==> config.mk <==
export PLATFORM = sky130hd
export DESIGN_NAME = wash_sequencer
export DESIGN_NICKNAME = d
export VERILOG_FILES = /design/src/rtl/wash_sequencer.sv
export SDC_FILE = /design/constraint.sdc
export NUM_CORES = 1
export LEC_CHECK = 0
export CAP_MARGIN = 20
export CORE_ASPECT_RATIO = 0.9
export CORE_UTILIZATION = 50
export CTS_CLUSTER_DIAMETER = 80
export DETAILED_ROUTE_END_ITERATION = 6
export PLACE_DENSITY = 0.86
export SYNTH_ARGS = -nofsm -noshare
export SYNTH_HDL_FRONTEND = slang
export SYNTH_SLANG_ARGS = --single-unit
==> constraint.sdc <==
create_clock -name cp -period 2.4 [get_ports cp]
set_input_delay 0.24 -clock cp [delete_from_list [all_inputs] [get_ports cp]]
set_output_delay 0.24 -clock cp [all_outputs]
set_load 0.05 [all_outputs]
==> src/rtl/wash_sequencer.sv <==
// wash_sequencer
// Steps the laundry program (fill, wash, drain, rinse, spin) and drives the
// water valve, drain pump and motor. The program only advances while the
// top-level controller grants `run`. The total time left is reported for the
// display, and `hadFinish` is raised when the program completes.
//
// Ports:
//   cp        system clock, all state changes on the rising edge
//   reset     asynchronous active-high reset to IDLE with all outputs off
//   run       high while the top-level controller is running, low = paused
//   tick      one-cycle 1 Hz time-base enable
//   clr       synchronous abort / acknowledge, returns to IDLE
//   mode      program select: 0 full, 1 wash+spin, 2 rinse+spin, 3 spin only
//   phase     current phase code (IDLE=0 .. DONE=8)
//   remain    ticks remaining in the whole program
//   waterIn   water inlet valve
//   drain     drain pump
//   motor     00 off, 01 slow agitate, 10 fast spin
//   hadFinish program complete flag
module wash_sequencer #(
    parameter int FILL_T  = 3,
    parameter int WASH_T  = 10,
    parameter int DRAIN_T = 3,
    parameter int RINSE_T = 5,
    parameter int SPIN_T  = 6
) (
    input  logic       cp,
    input  logic       reset,
    input  logic       run,
    input  logic       tick,
    input  logic       clr,
    input  logic [1:0] mode,
    output logic [3:0] phase,
    output logic [7:0] remain,
    output logic       waterIn,
    output logic       drain,
    output logic [1:0] motor,
    output logic       hadFinish
);

    typedef enum logic [3:0] {
        IDLE   = 4'd0,
        FILL   = 4'd1,
        WASH   = 4'd2,
        DRAIN  = 4'd3,
        RFILL  = 4'd4,
        RINSE  = 4'd5,
        RDRAIN = 4'd6,
        SPIN   = 4'd7,
        DONE   = 4'd8
    } phase_t;

    phase_t     phase_q, phase_d;
    phase_t     adv_phase;
    logic [7:0] cnt_q, cnt_d;
    logic [7:0] remain_q, remain_d;
    logic [1:0] mode_q, mode_d;
    logic       water_q, water_d;
    logic       drain_q, drain_d;
    logic [1:0] motor_q, motor_d;
    logic       fin_q, fin_d;

    // Duration of a phase in ticks; the rinse fill and rinse drain reuse the
    // fill and drain timings.
    function automatic logic [7:0] dur_of(input phase_t p);
        case (p)
            FILL, RFILL:   dur_of = 8'(FILL_T);
            WASH:          dur_of = 8'(WASH_T);
            DRAIN, RDRAIN: dur_of = 8'(DRAIN_T);
            RINSE:         dur_of = 8'(RINSE_T);
            SPIN:          dur_of = 8'(SPIN_T);
            default:       dur_of = 8'd0;
        endcase
    endfunction

    function automatic phase_t first_of(input logic [1:0] m);
        case (m)
            2'd0, 2'd1: first_of = FILL;
            2'd2:       first_of = RFILL;
            default:    first_of = SPIN;
        endcase
    endfunction

    function automatic logic [7:0] total_of(input logic [1:0] m);
        case (m)
            2'd0:    total_of = 8'(2 * FILL_T + WASH_T + 2 * DRAIN_T + RINSE_T + SPIN_T);
            2'd1:    total_of = 8'(FILL_T + WASH_T + DRAIN_T + SPIN_T);
            2'd2:    total_of = 8'(FILL_T + RINSE_T + DRAIN_T + SPIN_T);
            default: total_of = 8'(SPIN_T);
        endcase
    endfunction

    // The full program is the only one that branches from the first drain
    // into the rinse cycle; wash+spin jumps straight to spin.
    function automatic phase_t next_of(input phase_t p, input logic [1:0] m);
        case (p)
            FILL:    next_of = WASH;
            WASH:    next_of = DRAIN;
            DRAIN:   next_of = (m == 2'd0) ? RFILL : SPIN;
            RFILL:   next_of = RINSE;
            RINSE:   next_of = RDRAIN;
            RDRAIN:  next_of = SPIN;
            SPIN:    next_of = DONE;
            default: next_of = p;
        endcase
    endfunction

    assign adv_phase = next_of(phase_q, mode_q);

    // Next-state logic: clr wins over everything, a start from IDLE loads the
    // whole program at once, and running phases count down on each tick.
    // Actuators are derived from the next phase so they change on the same
    // edge as the phase code, and they drop whenever run is low.
    always_comb begin
        phase_d  = phase_q;
        cnt_d    = cnt_q;
        remain_d = remain_q;
        mode_d   = mode_q;
        if (clr) begin
            phase_d  = IDLE;
            cnt_d    = 8'd0;
            remain_d = 8'd0;
            mode_d   = 2'd0;
        end else begin
            case (phase_q)
                IDLE: begin
                    if (run) begin
                        mode_d   = mode;
                        phase_d  = first_of(mode);
                        cnt_d    = dur_of(first_of(mode));
                        remain_d = total_of(mode);
                    end
                end
                DONE: begin
                    remain_d = 8'd0;
                end
                default: begin
                    if (run && tick) begin
                        if (remain_q != 8'd0) begin
                            remain_d = remain_q - 8'd1;
                        end
                        if (cnt_q > 8'd1) begin
                            cnt_d = cnt_q - 8'd1;
                        end else begin
                            phase_d = adv_phase;
                            cnt_d   = dur_of(adv_phase);
                        end
                    end
                end
            endcase
        end

        water_d = run && !clr && (phase_d == FILL || phase_d == RFILL);
        drain_d = run && !clr && (phase_d == DRAIN || phase_d == RDRAIN || phase_d == SPIN);
        motor_d = 2'b00;
        if (run && !clr) begin
            if (phase_d == WASH || phase_d == RINSE) begin
                motor_d = 2'b01;
            end else if (phase_d == SPIN) begin
                motor_d = 2'b10;
            end
        end
        fin_d = (phase_d == DONE);
    end

    // State and registered outputs.
    always_ff @(posedge cp or posedge reset) begin
        if (reset) begin
            phase_q  <= IDLE;
            cnt_q    <= 8'd0;
            remain_q <= 8'd0;
            mode_q   <= 2'd0;
            water_q  <= 1'b0;
            drain_q  <= 1'b0;
            motor_q  <= 2'b00;
            fin_q    <= 1'b0;
        end else begin
            phase_q  <= phase_d;
            cnt_q    <= cnt_d;
            remain_q <= remain_d;
            mode_q   <= mode_d;
            water_q  <= water_d;
            drain_q  <= drain_d;
            motor_q  <= motor_d;
            fin_q    <= fin_d;
        end
    end

    assign phase     = phase_q;
    assign remain    = remain_q;
    assign waterIn   = water_q;
    assign drain     = drain_q;
    assign motor     = motor_q;
    assign hadFinish = fin_q;

endmodule

==> run metrics <==
Final ANT Viol Nets 0; PD cells 1134 mW/mm^2; type of the worst min-delay path primary input to async pin; area of the multi-input gates between 0.001 and 0.0015 mm^2; Skew-Pair Late Insertion Delay 0.28 ns; leak pwr between 0.9 and 1 nW; most frequent cells in the layout 25 x nor2_1, 25 x dfrtp_1, 23 x clkdlybuf4s50_1, 17 x buf_4; nature of the critical path endpoint flip-flop; vias in the first global route 1,608; CTS sink cnt 27; post-synthesis sequential area ratio 36.22%; final hold violation count 0; Syn Nets 230; total CTS buffers 3; Synth cell types 62; Reg-to-Reg Start cnt_q[2]$_DFFE_PP0P_; setup TNS 0 ns; FMAX 0.4375 GHz; first-pass GRT wire length 7686 um; CTS Buffer Depth 2; routed vias 1,796; final setup fails 0; Mapped Cells 215; placement row count 20; sequential standard cell area approximately 680 um^2; RSZ-0062 raised after global routing false; # hold bufs at CTS 0; DRC Markers 0; worst reg-to-reg setup slack between 0.1 and 0.15 ns; initial antenna violation count 0; VDD IR-drop max around 0.00064 V; status complete, no violations; io pins 24; worst slack, placed 0.07054 ns; DIE WIDTH 66.39 um; final worst path period share 95.23%; Die Y approximately 60 um; TritonCTS clock tree yes; total die area 0.003979 mm^2; worst setup margin 0.1144 ns; Post-synth EDFFs 0; post-route minimum period approximately 2.3 ns; Post-CTS Setup Repair Bufs 0; GP Congestion a little over 0.9; max cap viols 0; Async SR Flop Fraction 100.0%; filler cell count roughly 290; area grow syn2layout 23.27%; GRT Residual Overflow 0; CTS H-tree lvls 1; All-Layer GR Usage a little over a quarter; pin count of the biggest net entering global routing 28; ANT cells 0; nets@finish roughly 260; initial DRC count 180; reg2reg path depth 6; initial core utilization 53.63%; CP startpoint kind flip-flop; Main synth FF type dfrtp_1; wire per inst 16.16 um; post-DP HPWL between 3000 and 4000 um; core area 0.003478 mm^2; layout cells sized above 1 ~15%; Avg Cell Area, Syn 8.677 um^2; IO Port Bufs 23; total wire length 4669 um; worst setup path class flip-flop to flip-flop; synth warn 0; slew margin rel. about two thirds; cell area after synthesis 0.001866 mm^2; Worst-path clk slew around 0.09 ns; Worst Tran Pin Value 0.5131 ns; CTS Root Buffer Type clkbuf_8; reg2reg end motor[1]$_DFF_PP0_; WP data required 2.59 ns; #FFs+latches synth 27; Final Skew 0.003818 ns; Worst EP arrival 2.47 ns; drt pass-1 iters 4; vias per std cell 6.215; Slew Viols, Final 0; worst-path maximum fanout 7
==> layout make-up <==
cell class,count,share of cell area [%]
Multi-Input combinational cell,160,48.26
Sequential cell,27,29.49
Timing Repair Buffer,40,15.56
Tap cell,44,2.394
Inverter,14,2.285
Clock buffer,3,1.795
Clock inverter,1,0.2176
==> kinds of logic after synthesis <==
| family | Yosys count | share of synthesized area [%] |
|---|---|---|
| flops | 27 | 36.22 |
| xor+xnor | 4 | 1.878 |
| buf+inv | 28 | 5.834 |
| simple gates | 79 | 23.01 |
| fa+ha+maj | 8 | 5.366 |
| compound gates | 69 | 27.70 |
==> worst max-delay path by stage <==
stage | to | cells after the start | start
global placement | motor[1]$_DFF_PP0_ | 6 | cnt_q[2]$_DFFE_PP0P_
finish | motor[1]$_DFF_PP0_ | 6 | cnt_q[2]$_DFFE_PP0P_
global route | motor[1]$_DFF_PP0_ | 6 | cnt_q[2]$_DFFE_PP0P_
CTS | motor[1]$_DFF_PP0_ | 6 | cnt_q[2]$_DFFE_PP0P_
floorplan | remain[4]$_DFFE_PP0P_ | 8 | remain[0]$_DFFE_PP0P_
detailed placement | motor[1]$_DFF_PP0_ | 6 | cnt_q[2]$_DFFE_PP0P_
==> flip-flops by register name, indices dropped and copies added, names as in the netlist <==
register,flops
remain,8
cnt_q,8
drain,1
hadFinish,1
mode_q,2
waterIn,1
phase,4
motor,2
==> per-layer routing <==
layer	part of all wire [%]	track usage (%)	up-vias	wire length, um
met2	48	42.42	60	2220
met5	0	0	-	0
met4	1.3	8.511	0	63
li1	-	-	869	-
met3	5.5	5.153	9	257
met1	46	35.59	858	2129
==> synthesized netlist by cell type (2+ instances only) <==
cell type | instances | share of area (%)
inv_1 | 12 | 2.4
o41ai_1 | 4 | 1.9
o21ba_2 | 2 | 1.1
nor4_1 | 7 | 2.3
nor2_1 | 26 | 5.2
a41oi_1 | 2 | 0.94
a21o_1 | 7 | 2.8
nand2b_1 | 4 | 1.3
nor3_1 | 7 | 1.9
o21ai_0 | 10 | 2.7
nand3_1 | 6 | 1.6
a2bb2oi_1 | 2 | 0.94
o211ai_1 | 3 | 1.2
o2111ai_1 | 3 | 1.4
or3_1 | 5 | 1.7
ha_1 | 8 | 5.4
a211oi_1 | 2 | 0.80
a31oi_1 | 4 | 1.3
clkbuf_1 | 10 | 2.0
nand2_1 | 8 | 1.6
xnor2_1 | 3 | 1.4
buf_2 | 2 | 0.54
o31ai_1 | 2 | 0.80
dfrtp_1 | 27 | 36
a21oi_1 | 12 | 3.2
==> power breakdown <==
part / switching [mW] / internal (mW) / leakage, nW
clock network: 0.148 / 0.117 / 0.0255
registers: 0.124 / 0.561 / 0.360
logic: 1.02 / 0.635 / 0.600
==> stage by stage <==
| stage | std cells | hold WS (ns) | cell area [um^2] | power [mW] | utilization, % |
|---|---|---|---|---|---|
| detailed placement | 285 | 0.4800 | 2240 | 2.298 | 64.39 |
| floorplan | 215 | 0.2926 | 1883 | 1.848 | - |
| CTS | 289 | 0.3166 | 2286 | 2.570 | 65.72 |
| global placement | 285 | 0.4755 | 2240 | 2.252 | 64.39 |
| global route | 289 | 0.3576 | 2300 | 2.808 | 66.12 |
| finish | 289 | 0.3127 | 2300 | 2.607 | 66.12 |
==> timing repair <==
action                                  4_1_cts  5_1_grt
endpoints found under the hold margin         0        0
endpoints found under the setup margin        0        5
resized for setup                             0        3
==> worst max-delay path: stages, from the launching register on <==
cell and delay (ns):
dfrtp_1 0.41, or4_4 0.60, nor4_1 0.29, buf_4 0.17, o2111ai_1 0.13, nor2_1 0.33
nor3b_1 0.27
Power figures use the tool's default switching activity.
